==> config.mk <==
export PLATFORM = sky130hd
export DESIGN_NAME = bd_funnel_reassembler_flat
export DESIGN_NICKNAME = d
export VERILOG_FILES = /design/src/rtl/bd_funnel_reassembler_pkg.sv /design/src/rtl/bd_funnel_reassembler_if.sv /design/src/rtl/bd_funnel_reassembler_channel_out_reg.sv /design/src/rtl/bd_funnel_reassembler.sv /design/src/flat_wrapper.sv
export SDC_FILE = /design/constraint.sdc
export NUM_CORES = 1
export LEC_CHECK = 0
export CAP_MARGIN = 15
export CORE_MARGIN = 3
export CORE_UTILIZATION = 34
export CTS_BUF_LIST = sky130_fd_sc_hd__clkbuf_4
export CTS_CLUSTER_SIZE = 12
export DETAILED_ROUTE_END_ITERATION = 12
export PLACE_DENSITY_LB_ADDON = 0.1
export REMOVE_ABC_BUFFERS = 1
export SLEW_MARGIN = 20
export SYNTH_ARGS = -nofsm -noshare
export SYNTH_HDL_FRONTEND = slang
export SYNTH_SLANG_ARGS = --single-unit
==> constraint.sdc <==
create_clock -name clk -period 2.7 [get_ports clk]
set_input_delay 0.675 -clock clk [delete_from_list [all_inputs] [get_ports clk]]
set_output_delay 0.675 -clock clk [all_outputs]
set_load 0.005 [all_outputs]
==> src/rtl/bd_funnel_reassembler_pkg.sv <==
// Shared constants for the BD funnel reassembler.
// The leaf chunk table is also the serializer's per-leaf table.
package bd_funnel_reassembler_pkg;

  localparam int NBDin      = 34;
  localparam int NBDpayload = 38;
  localparam int Ncode      = 4;
  localparam int Nchunk     = 19;
  localparam int Nfunnel    = 14;

  localparam logic [Ncode-1:0] LeafAM      = 4'd0;
  localparam logic [Ncode-1:0] LeafInvalid = 4'd13;

  localparam logic [1:0] LeafChunks [Nfunnel] = '{
    2'd2, 2'd1, 2'd1, 2'd1, 2'd1, 2'd1, 2'd1,
    2'd1, 2'd1, 2'd1, 2'd1, 2'd1, 2'd1, 2'd1
  };

  typedef enum logic {
    IDLE,
    HALF
  } asm_state_e;

  // Codes outside the funnel table behave as single-chunk words.
  function automatic logic [1:0] leaf_chunks(
    input logic [Ncode-1:0] code
  );
    leaf_chunks = 2'd1;
    for (int i = 0; i < Nfunnel; i++) begin
      if (code == Ncode'(i)) leaf_chunks = LeafChunks[i];
    end
  endfunction

endpackage

==> src/rtl/bd_funnel_reassembler_if.sv <==
// Level valid/ack channel carrying a leaf code and payload.
// W sets the payload width (raw or decoded).
interface bd_funnel_reassembler_if
  import bd_funnel_reassembler_pkg::*;
#(
  parameter int W = NBDin
);

  logic             v;
  logic             a;
  logic [Ncode-1:0] leaf_code;
  logic [W-1:0]     payload;

  modport master (
    output v,
    output leaf_code,
    output payload,
    input  a
  );

  modport slave (
    input  v,
    input  leaf_code,
    input  payload,
    output a
  );

endinterface

==> src/rtl/bd_funnel_reassembler_channel_out_reg.sv <==
// One-entry valid/ack output register for decoded words.
// A load and a drain in the same cycle keep v high with no bubble.
module channel_out_reg
  import bd_funnel_reassembler_pkg::*;
#(
  parameter int W = NBDpayload
) (
  input  logic             clk,
  input  logic             reset,
  input  logic             load,
  input  logic [Ncode-1:0] load_leaf,
  input  logic [W-1:0]     load_payload,
  output logic             ready,
  bd_funnel_reassembler_if.master out
);

  logic             full;
  logic [Ncode-1:0] leaf_q;
  logic [W-1:0]     payload_q;

  always_ff @(posedge clk or posedge reset) begin
    if (reset) begin
      full      <= 1'b0;
      leaf_q    <= '0;
      payload_q <= '0;
    end else if (load) begin
      full      <= 1'b1;
      leaf_q    <= load_leaf;
      payload_q <= load_payload;
    end else if (full && out.a) begin
      full <= 1'b0;
    end
  end

  assign ready         = !full || out.a;
  assign out.v         = full;
  assign out.leaf_code = leaf_q;
  assign out.payload   = payload_q;

endmodule

==> src/rtl/bd_funnel_reassembler.sv <==
// Rebuilds two-chunk DUMP_AM words; other leaves pass through.
// Orphaned low chunks are dropped and counted in err_count.
module bd_funnel_reassembler
  import bd_funnel_reassembler_pkg::*;
(
  input  logic clk,
  input  logic reset,
  bd_funnel_reassembler_if.slave  bd_in,
  bd_funnel_reassembler_if.master dec_out,
  output logic [7:0] err_count
);

  asm_state_e state, state_n;

  logic [Nchunk-1:0]     lo_reg;
  logic                  out_ready;
  logic                  accept;
  logic                  multi;
  logic                  load;
  logic                  lo_load;
  logic                  err_inc;
  logic [Ncode-1:0]      ld_leaf;
  logic [NBDpayload-1:0] ld_payload;

  assign bd_in.a = out_ready;
  assign accept  = bd_in.v && out_ready;
  assign multi   = leaf_chunks(bd_in.leaf_code) == 2'd2;

  always_ff @(posedge clk or posedge reset) begin
    if (reset) begin
      state     <= IDLE;
      lo_reg    <= '0;
      err_count <= '0;
    end else begin
      state <= state_n;
      if (lo_load) lo_reg <= bd_in.payload[Nchunk-1:0];
      if (err_inc && err_count != 8'hFF)
        err_count <= err_count + 8'd1;
    end
  end

  always_comb begin
    state_n    = state;
    load       = 1'b0;
    lo_load    = 1'b0;
    err_inc    = 1'b0;
    ld_leaf    = bd_in.leaf_code;
    ld_payload = NBDpayload'(bd_in.payload);
    if (accept) begin
      unique case (state)
        IDLE: begin
          if (multi) begin
            lo_load = 1'b1;
            state_n = HALF;
          end else begin
            load = 1'b1;
          end
        end
        HALF: begin
          state_n = IDLE;
          load    = 1'b1;
          if (multi) begin
            ld_leaf    = LeafAM;
            ld_payload = {bd_in.payload[Nchunk-1:0], lo_reg};
          end else begin
            err_inc = 1'b1;
          end
        end
        default: state_n = IDLE;
      endcase
    end
  end

  channel_out_reg #(
    .W (NBDpayload)
  ) u_out (
    .clk          (clk),
    .reset        (reset),
    .load         (load),
    .load_leaf    (ld_leaf),
    .load_payload (ld_payload),
    .ready        (out_ready),
    .out          (dec_out)
  );

endmodule

==> src/flat_wrapper.sv <==
// flat-port wrapper written by rule: the top's interface ports become plain ports
module bd_funnel_reassembler_flat import bd_funnel_reassembler_pkg::*;
  (clk, reset, err_count, bd_in_v, bd_in_leaf_code, bd_in_payload, bd_in_a, dec_out_v, dec_out_leaf_code, dec_out_payload, dec_out_a);
  bd_funnel_reassembler_if #(.W(34)) bd_in_i ();
  bd_funnel_reassembler_if #(.W(38)) dec_out_i ();
  input  logic clk;
  input  logic reset;
  output logic [7:0] err_count;
  input wire logic [$bits(bd_in_i.v)-1:0] bd_in_v;
  input wire logic [$bits(bd_in_i.leaf_code)-1:0] bd_in_leaf_code;
  input wire logic [$bits(bd_in_i.payload)-1:0] bd_in_payload;
  output wire logic [$bits(bd_in_i.a)-1:0] bd_in_a;
  output wire logic [$bits(dec_out_i.v)-1:0] dec_out_v;
  output wire logic [$bits(dec_out_i.leaf_code)-1:0] dec_out_leaf_code;
  output wire logic [$bits(dec_out_i.payload)-1:0] dec_out_payload;
  input wire logic [$bits(dec_out_i.a)-1:0] dec_out_a;
  assign bd_in_i.v = bd_in_v;
  assign bd_in_i.leaf_code = bd_in_leaf_code;
  assign bd_in_i.payload = bd_in_payload;
  assign bd_in_a = bd_in_i.a;
  assign dec_out_v = dec_out_i.v;
  assign dec_out_leaf_code = dec_out_i.leaf_code;
  assign dec_out_payload = dec_out_i.payload;
  assign dec_out_i.a = dec_out_a;
  bd_funnel_reassembler u_core (.clk(clk), .reset(reset), .bd_in(bd_in_i), .dec_out(dec_out_i), .err_count(err_count));
endmodule
==> results.txt <==
Worst Path Buf+Inv -> 2
clock skew -> 17.22 ps
Synth Warn # -> 0
CTS Hold Bufs -> 0
CP Capture Type -> output port
reg-to-reg critical path endpoint -> u_core.err_count[5]
Worst Hold Endpoint -> u_core.err_count[5]
H-Tree Depth -> 3
die height -> 99.21 µm
Hold Fails Final Rpt -> 0
HPWL after DPL -> 4.828 mm
slew margin rel. -> 67.73%
critical path arrival -> 1730 ps
DRC Markers -> 0
Power, Total -> 2.749 mW
io pins -> 94
die area -> 9843 µm²
DRT Pass-1 Iters -> 4
clk sinks -> 71
synthesized flop and latch total -> 71
Die Span X -> 99.21 µm
post-synth top area share -> 60.14%
Layout Nets -> 370
antenna cells -> 0
Placed Area -> 4110 µm²
type of the worst setup path -> in -> out
FP Rows -> 33
Reg clk slew, reported paths -> 110 ps
CP peak stage delay -> 500 ps
unrepaired setup endpoints after global routing -> false
Top delay family on crit path -> buffers and inverters
worst r2r path cells -> 4
P_leak -> 1.791 nW
Worst Tran Pin Value -> 482.9 ps
Crit Reg-Reg Startpoint -> u_core.err_count[3]
CTS tree -> done
Worst setup SP type -> input pin
Synth Area per Inst -> 13.25 µm²
peak supply drop -> 331.5 µV
crit-path cells -> clkdlybuf4s50_1 > nand2b_1 > clkdlybuf4s50_1
largest area contributor in the netlist -> dfrtp_1
Fin Hold WS -> 488.5 ps
hold path start -> u_core.err_count[5]
cts repair resizes -> 0
DR iter-0 viols -> 74
WP data required -> 2030 ps
final non-filler cell area -> 4270 µm²
Worst Hold Class -> reg -> reg
Initial Utilization -> 35.42%
PwrDens -> 643.6 nW/µm²
total of max-cap violations -> 0
Post-CTS Setup Inserts -> 0
routed len/inst -> 16.58 µm
Fmax -> 416.6 MHz
Routability Congestion -> 0.7643
CTS Buf Count -> 9
share of the core filled with cells -> 51.20%
Final Max Slew Viols -> 0
first-pass GRT wire length -> 12.03 mm
setup violators final -> 0
crit path time final -> 2400 ps
Largest register FFs -> 38
FF-to-FF setup slack -> 1020 ps
vias in the first global route -> 2346
layout cell share with drive strength beyond 1 -> 18.67%
GRT Total Usage -> 15.24%
initial antenna violation count -> 0
post-synthesis instance total -> 223
Max FO, Critical Path -> 2
Clock Latency Late Sink -> 400 ps
DRT antenna net count -> 0
routed vias -> 2307
largest net degree at the start of global routing -> 72
clock buffer depth -> 2
grt ovf -> 0
Synth Cell Area -> 2954 µm²
Area contributors post-synth -> dfrtp_1, a2bb2oi_1, mux2_2
CP max-delay cell -> clkdlybuf4s50_1
DRT Wirelength -> 7.247 mm
Setup TNS -> 0 ps
share of the clock period used by the worst path -> 88.90%
Port Buf Inserts -> 93
Vias/cell -> 5.279
outcome -> finished, final reports clean
crit-path most repeated cell -> clkdlybuf4s50_1
Core ar. -> 8341 µm²
Root Buffer Master -> clkbuf_4
sequential-to-total area share from yosys stat -> 60.14%
Netlist cell types -> 30
Layout area overhead -> 44.56%
Hold Crit Depth -> 1
-- final cells by class --
type	count	area (µm²)
Tap cell	105	131.4
Clock inverter	6	85.08
Sequential cell	71	1777
Timing Repair Buffer	108	1081
Fill cell	769	4070
Inverter	2	7.507
Clock buffer	10	75.07
Multi-Input combinational cell	135	1114
-- Yosys cell counts --
| cell | number |
|---|---|
| dfrtp_1 | 71 |
| a2bb2oi_1 | 34 |
| o22ai_1 | 34 |
| mux2_2 | 25 |
| clkbuf_1 | 10 |
| nand2_1 | 7 |
| xor2_1 | 5 |
| a22o_1 | 4 |
| a2111oi_1 | 3 |
| buf_2 | 3 |
| nor2_1 | 3 |
| and2_1 | 2 |
| and3_1 | 2 |
| buf_4 | 2 |
| inv_1 | 2 |
| nand2b_1 | 2 |
| a21o_1 | 1 |
| a21oi_1 | 1 |
| and4_1 | 1 |
| ha_1 | 1 |
| nand3_1 | 1 |
| nand3_2 | 1 |
| nand4_1 | 1 |
| nor2_2 | 1 |
| nor3_1 | 1 |
| nor3_2 | 1 |
| nor4_4 | 1 |
| o21ai_2 | 1 |
| or4_4 | 1 |
| xnor2_1 | 1 |
-- cells by family (layout without fill, tap and decap cells) --
group                    Yosys count  count (layout)  synth area share [%]
AO/OA/AOI/OAI                     78              78                 20.20
XOR/XNOR                           6               6                 1.779
adder cells (fa/ha/maj)            1               1                0.4235
buffers and inverters             17             126                 2.541
flip-flops                        71              71                 60.14
multiplexers                      25              25                 9.530
AND/OR/NAND/NOR                   25              25                 5.379
-- report_power, final --
| part | switching [mW] | total (mW) | internal, mW | leakage [nW] |
|---|---|---|---|---|
| combinational | 0.214 | 0.646 | 0.432 | 0.864 |
| clock | 0.367 | 0.750 | 0.383 | 0.0840 |
| sequential | 0.109 | 1.35 | 1.24 | 0.844 |
| total | 0.690 | 2.75 | 2.06 | 1.79 |
-- metrics by stage --
step           setup slack (ps)  instances
2_1_floorplan            -272.6        208
5_1_grt                   261.4        437
3_5_place_dp              129.8        421
4_1_cts                   290.4        437
3_3_place_gp              156.3        421
6_report                  299.6        437
-- per-layer routing --
| metal | share of wire (%) | up-vias | track usage, % |
|---|---|---|---|
| met5 | 0 | - | 0 |
| met4 | 1.6 | 0 | 5.672 |
| met3 | 6.1 | 11 | 4.208 |
| met2 | 44 | 63 | 22.31 |
| met1 | 48 | 1149 | 21.59 |
| li1 | - | 1084 | - |
-- cells in the final DEF, fill, tap and decap left out, types with 2 or more instances in the layout --
cell and instances:
clkdlybuf4s50_1 93, dfrtp_1 71, o22ai_1 34, a2bb2oi_1 34, mux2_2 25, buf_4 12, clkbuf_4 10, nand2_1 7
xor2_1 5, a22o_1 4, nor2_1 3, a2111oi_1 3, buf_12 3, nand2b_1 2, and2_1 2, and3_1 2
bufinv_16 2
-- worst max path at each step --
stage / cells past startpoint / endpoint / slack [ps] / startpoint
global route: 3 / bd_in_a / 260 / dec_out_a
global placement: 5 / u_core.lo_reg[6] / 160 / bd_in_leaf_code[1]
CTS: 3 / bd_in_a / 290 / dec_out_a
finish: 3 / bd_in_a / 300 / dec_out_a
floorplan: 4 / u_core.u_out.out.payload[0] / -270 / bd_in_leaf_code[2]
detailed placement: 5 / u_core.lo_reg[6] / 130 / bd_in_leaf_code[1]
-- worst register-to-register path, delay by kind of cell (launching register included) --
kind	cells	cell delay, ps
compound gates	1	530
simple gates	2	470
flops	1	440
xor+xnor	1	120
Power figures use the tool's default switching activity.
